## config.mk

```make
export PLATFORM = sky130hd
export DESIGN_NAME = i2s_rx
export DESIGN_NICKNAME = d
export VERILOG_FILES = /design/src/rtl/i2s_pkg.sv /design/src/rtl/i2s_rx_sync2.sv /design/src/rtl/i2s_rx.sv
export SDC_FILE = /design/constraint.sdc
export NUM_CORES = 1
export LEC_CHECK = 0
export CAP_MARGIN = 10
export CORE_MARGIN = 5
export CORE_UTILIZATION = 43
export DETAILED_ROUTE_END_ITERATION = 10
export GPL_TIMING_DRIVEN = 0
export MAX_ROUTING_LAYER = met4
export PLACE_DENSITY = 0.74
export SYNTH_ARGS = -nofsm -noshare
export SYNTH_HDL_FRONTEND = slang
export SYNTH_SLANG_ARGS = --single-unit
export TNS_END_PERCENT = 20
```

## constraint.sdc

```tcl
create_clock -name clk -period 2 [get_ports clk]
set_clock_uncertainty 0.1 [all_clocks]
set_input_delay 0.2 -clock clk [delete_from_list [all_inputs] [get_ports clk]]
set_output_delay 0.2 -clock clk [all_outputs]
set_load 0.05 [all_outputs]
```

## src/rtl/i2s_pkg.sv

```systemverilog
// i2s_pkg: shared FSM encoding, channel constants and default widths for the I2S receiver.
package i2s_pkg;

    typedef enum logic [1:0] {
        IDLE = 2'd0,
        ARM  = 2'd1,
        DATA = 2'd2
    } state_t;

    localparam logic WS_LEFT  = 1'b0;
    localparam logic WS_RIGHT = 1'b1;

    localparam int DW_DEF    = 16;
    localparam int CNT_W_DEF = 6;

endpackage

```

## src/rtl/i2s_rx_sync2.sv

```systemverilog
// sync2: two-flop synchroniser for one asynchronous input bit.
module sync2 (
    input  logic clk,
    input  logic resetb,
    input  logic d_i,
    output logic q_o
);

    logic s1_q, s2_q;
    logic s1_d, s2_d;

    always_comb begin
        s1_d = d_i;
        s2_d = s1_q;
    end

    always_ff @(posedge clk or negedge resetb) begin
        if (!resetb) begin
            s1_q <= 1'b0;
            s2_q <= 1'b0;
        end else begin
            s1_q <= s1_d;
            s2_q <= s2_d;
        end
    end

    assign q_o = s2_q;

endmodule

```

## src/rtl/i2s_rx.sv

```systemverilog
// i2s_rx: I2S slave receiver, deserialises left/right PCM words into one stereo pair per frame.
// Define I2S_RX_ERR_EN to add err_o, flagging short, unequal or saturated slots.
module i2s_rx
    import i2s_pkg::*;
#(
    parameter int DW    = DW_DEF,
    parameter int CNT_W = CNT_W_DEF
) (
    input  logic          clk,
    input  logic          resetb,
    input  logic          sck_i,
    input  logic          ws_i,
    input  logic          sd_i,
    output logic [DW-1:0] left_o,
    output logic [DW-1:0] right_o,
    output logic          valid_o
`ifdef I2S_RX_ERR_EN
    ,
    output logic          err_o
`endif
);

    localparam logic [CNT_W-1:0] DW_C = CNT_W'(DW);

    logic sck_s, ws_s, sd_s;

    sync2 u_sync_sck (.clk(clk), .resetb(resetb), .d_i(sck_i), .q_o(sck_s));
    sync2 u_sync_ws  (.clk(clk), .resetb(resetb), .d_i(ws_i),  .q_o(ws_s));
    sync2 u_sync_sd  (.clk(clk), .resetb(resetb), .d_i(sd_i),  .q_o(sd_s));

    state_t            state_q, state_d;
    logic              sck_prev_q, sck_prev_d;
    logic              rise_q, rise_d;
    logic              ws_r_q, ws_r_d;
    logic              sd_r_q, sd_r_d;
    logic              ws_prev_q, ws_prev_d;
    logic [DW-1:0]     shift_q, shift_d;
    logic [CNT_W-1:0]  cnt_q, cnt_d;
    logic [DW-1:0]     hold_l_q, hold_l_d;
    logic              have_l_q, have_l_d;
    logic [DW-1:0]     left_q, left_d;
    logic [DW-1:0]     right_q, right_d;
    logic              valid_q, valid_d;
    logic              ws_edge;
`ifdef I2S_RX_ERR_EN
    logic [CNT_W-1:0]  len_l_q, len_l_d;
    logic              err_q, err_d;
`endif

    always_comb begin
        state_d    = state_q;
        ws_prev_d  = ws_prev_q;
        shift_d    = shift_q;
        cnt_d      = cnt_q;
        hold_l_d   = hold_l_q;
        have_l_d   = have_l_q;
        left_d     = left_q;
        right_d    = right_q;
        valid_d    = 1'b0;
`ifdef I2S_RX_ERR_EN
        len_l_d    = len_l_q;
        err_d      = 1'b0;
`endif
        // Edge-detect stage: rise, ws and sd are registered together so they stay aligned.
        sck_prev_d = sck_s;
        rise_d     = sck_s & ~sck_prev_q;
        ws_r_d     = ws_s;
        sd_r_d     = sd_s;
        ws_edge    = rise_q && (ws_r_q != ws_prev_q);
        if (rise_q) begin
            ws_prev_d = ws_r_q;
            if (state_q == IDLE) begin
                state_d = ws_edge ? ARM : IDLE;
            end else if (ws_edge) begin
                if (ws_r_q == WS_RIGHT) begin
                    hold_l_d = shift_q;
                    have_l_d = 1'b1;
`ifdef I2S_RX_ERR_EN
                    len_l_d  = cnt_q;
`endif
                end else if (have_l_q) begin
                    left_d  = hold_l_q;
                    right_d = shift_q;
                    valid_d = 1'b1;
`ifdef I2S_RX_ERR_EN
                    err_d   = (len_l_q < DW_C) || (cnt_q < DW_C) || (len_l_q != cnt_q) ||
                              (&len_l_q) || (&cnt_q);
`endif
                end
                shift_d = '0;
                cnt_d   = '0;
                state_d = ARM;
            end else if (state_q == ARM) begin
                shift_d = {sd_r_q, {(DW-1){1'b0}}};
                cnt_d   = CNT_W'(1);
                state_d = DATA;
            end else begin
                for (int i = 0; i < DW; i++) begin
                    if (int'(cnt_q) == DW - 1 - i) shift_d[i] = sd_r_q;
                end
                cnt_d = (&cnt_q) ? cnt_q : cnt_q + 1'b1;
            end
        end
    end

    always_ff @(posedge clk or negedge resetb) begin
        if (!resetb) begin
            state_q    <= IDLE;
            sck_prev_q <= 1'b0;
            rise_q     <= 1'b0;
            ws_r_q     <= 1'b0;
            sd_r_q     <= 1'b0;
            ws_prev_q  <= 1'b0;
            shift_q    <= '0;
            cnt_q      <= '0;
            hold_l_q   <= '0;
            have_l_q   <= 1'b0;
            left_q     <= '0;
            right_q    <= '0;
            valid_q    <= 1'b0;
        end else begin
            state_q    <= state_d;
            sck_prev_q <= sck_prev_d;
            rise_q     <= rise_d;
            ws_r_q     <= ws_r_d;
            sd_r_q     <= sd_r_d;
            ws_prev_q  <= ws_prev_d;
            shift_q    <= shift_d;
            cnt_q      <= cnt_d;
            hold_l_q   <= hold_l_d;
            have_l_q   <= have_l_d;
            left_q     <= left_d;
            right_q    <= right_d;
            valid_q    <= valid_d;
        end
    end

`ifdef I2S_RX_ERR_EN
    always_ff @(posedge clk or negedge resetb) begin
        if (!resetb) begin
            len_l_q <= '0;
            err_q   <= 1'b0;
        end else begin
            len_l_q <= len_l_d;
            err_q   <= err_d;
        end
    end

    assign err_o = err_q;
`endif

    assign left_o  = left_q;
    assign right_o = right_q;
    assign valid_o = valid_q;

endmodule
```

==> out/qor.csv <==
metric;value;unit
cts_tree;built;
p_total;4280;uW
hp-start;sck_i;
max_freq;0.523;GHz
antenna_left;0;
drt-vias-per-instance;5.57;
vias;2416;
yosys-top-cells-area;dfrtp_1 (60%), mux2_2 (15%), o21ai_0 (4.8%);
dieArea;10200;um^2
path_max_fanout;10;
grt_max_degree;61;
arrival;2.05;ns
min_period;1.91;ns
postCtsSetupRepairBufs;0;
irDropWorstVdd;0.565;mV
setup_viol;0;
clock_path_buffers;2;
critical_path_buf_inv_count;2;
n_antenna_cell;0;
drt-total-wl;7.13;mm
num-nets-final;333;
crit_cells;5;
die_y;101;um
ys.warnings.count;0;
critical_path.slowest_cell;nor3b_4;
grt_overflow;0;
p_per_area;985;nW/um^2
die_x;101;um
synth_commonest_cells;dfrtp_1 (85), mux2_2 (48), o21ai_0 (34), a221oi_1 (16), nand2_1 (12);
crit_start;rise_q;
power_leakage;0.00195;uW
hold_violations;0;
ys.flop_type;dfrtp_1;
root_buffer;clkbuf_8;
place_ws;0.0623;ns
setup_tns;0;ns
cts_made_buffers;9;
synth_cell_types;38;
hold_class;primary input to flip-flop;
status;complete, no violations;
tightest_slew;0.528;ns
grt_use_total;15.7;%
syn_nets;283;
period_share;95.5;%
drive_above_1_share;26.1;%
first_pass_iters;4;
async_flop_share;100;%
syn_inst;274;
port_buffers;37;
syn_to_final_growth;22.2;%
drc;0;
netlist.area_leader.share;59.9;%
path_class;flip-flop to flip-flop;
final_cells;434;
clkSlewWorstSetupHoldPaths;0.08;ns
crit_family;simple AND/OR/NAND/NOR gates;
synth_most_common_cell;dfrtp_1;
avgSynthCellArea;13.0;um^2
synth_edf_count;0;
fp-row-count;33;
synth_seq_cells;85;
slew_headroom;64.8;%
rsz0062_at_grt;no;
dp_cells;417;
start_kind;flip-flop;
pin_count;38;
antenna_found_initial;0;
yosys.area.top_type;dfrtp_1;
crit_chain;clkbuf_4 -> o21ai_2 -> nor3b_4 -> buf_6 -> mux2_2;
hold_depth;1;
slowest_delay;0.48;ns
reg2reg_depth;5;
report.final.slew_viol_count;0;
clkLatencyLatePin;0.35;ns
synth-seq-area-share;59.9;%
drv_cap;0;
cts-htree-levels;3;
place_congestion;0.949;
drt_iter0_markers;250;
grt_pass1_wl;12.2;mm
cts_sinks;85;
core;8130;um^2
hpwlAfterDp;5.11;mm
crit_path_end_kind;flip-flop;
worst_slack;0.0897;ns
netlist_area;3550;um^2
rr_startpoint;rise_q;
crit_required;2.14;ns
avgRoutedWirePerCell;16.4;um
initial_core_util;43.7;%
grt_pass1_vias;2403;
-- what timing repair did --
action / 4_1_cts / 5_1_grt
endpoints found under the hold margin: 25 / 0
gates resized for setup: 0 / 7
hold buffers: 1 / 0
endpoints found under the setup margin: 0 / 26
-- layout by cell type, fill, tap and decap left out, types with 2 or more instances in the layout --
cell type	instances
a221oi_1	16
dfrtp_1	84
clkinv_4	2
a21oi_1	4
buf_2	4
o21ai_1	4
nand2_1	12
nand3_1	8
clkdlybuf4s50_1	36
buf_4	3
o31ai_1	2
a31oi_1	2
o21ai_0	34
nor3b_2	4
nand4_1	2
nor2b_1	3
buf_6	4
ha_1	3
nor2_1	7
inv_1	4
clkbuf_8	9
clkbuf_1	7
bufinv_16	2
mux2_2	48
-- worst register-to-register path: cells and delay by family (launching register included) --
family	cells	cell delay, ns
AO/OA/AOI/OAI	1	0.12
buffers and inverters	2	0.42
flip-flops	1	0.34
multiplexers	1	0.34
AND/OR/NAND/NOR	1	0.48
-- power breakdown --
part           internal (uW)  switching (uW)
clock                    716             612
combinational            363             598
sequential              1860             129
-- registers in the layout, summed over array words and instances (netlist names) --
name,count
sd_r_q,1
state_q,2
u_sync_sck.q_o,1
rise_q,1
ws_r_q,1
hold_l_q,16
right_o,16
u_sync_sck.s1_q,1
left_o,16
cnt_q,6
valid_o,1
sck_prev_q,1
u_sync_ws.s1_q,1
u_sync_sd.s1_q,1
have_l_q,1
u_sync_sd.q_o,1
u_sync_ws.q_o,1
shift_q,16
ws_prev_q,1
-- worst paths after layout --
kind                       slack, ns               to
max                             0.09      hold_l_q[3]
min                             0.18  u_sync_sck.s1_q
max reg2reg                     0.09      hold_l_q[3]
min reg2reg                     0.25           sd_r_q
max in group asynchronous       1.00       state_q[1]
min in group asynchronous       0.19       left_o[11]
-- area by class of cell --
cell class	count	area [um^2]
Tap cell	105	131
Buffer	17	110
Timing Repair Buffer	39	405
Fill cell	711	3790
Sequential cell	85	2130
Inverter	4	15.0
Clock buffer	10	128
Clock inverter	6	96.3
Multi-Input combinational cell	168	1330
-- per-stage QoR --
step	hold WS [ns]	area (um^2)	utilization, %
floorplan	-0.196	3550	-
CTS	0.162	4310	53.0
detailed placement	0.0363	4080	50.1
finish	0.177	4340	53.3
global route	0.152	4340	53.3
global placement	0.233	4050	49.8
-- kinds of logic (layout without fill, tap and decap cells) --
kind of cell | Yosys count | after routing | share of synthesized area [%]
AND/OR/NAND/NOR | 44 | 44 | 7.01
adder cells (fa/ha/maj) | 4 | 4 | 1.41
multiplexers | 49 | 49 | 15.5
flip-flops | 85 | 85 | 59.9
AO/OA/AOI/OAI | 69 | 69 | 12.2
XOR/XNOR | 2 | 2 | 0.493
buffers and inverters | 21 | 76 | 3.45
-- layer usage --
| layer | routed length [um] | up-vias | track usage (%) | part of all wire [%] |
|---|---|---|---|---|
| li1 | - | 1107 | - | - |
| met1 | 3210 | 1218 | 20.9 | 45 |
| met2 | 3440 | 82 | 23.4 | 48 |
| met3 | 406 | 9 | 4.84 | 5.7 |
| met4 | 71 | 0 | 4.29 | 1.0 |
| met5 | 0 | - | - | 0 |
Note: power is estimated with default switching activity, not from simulation.
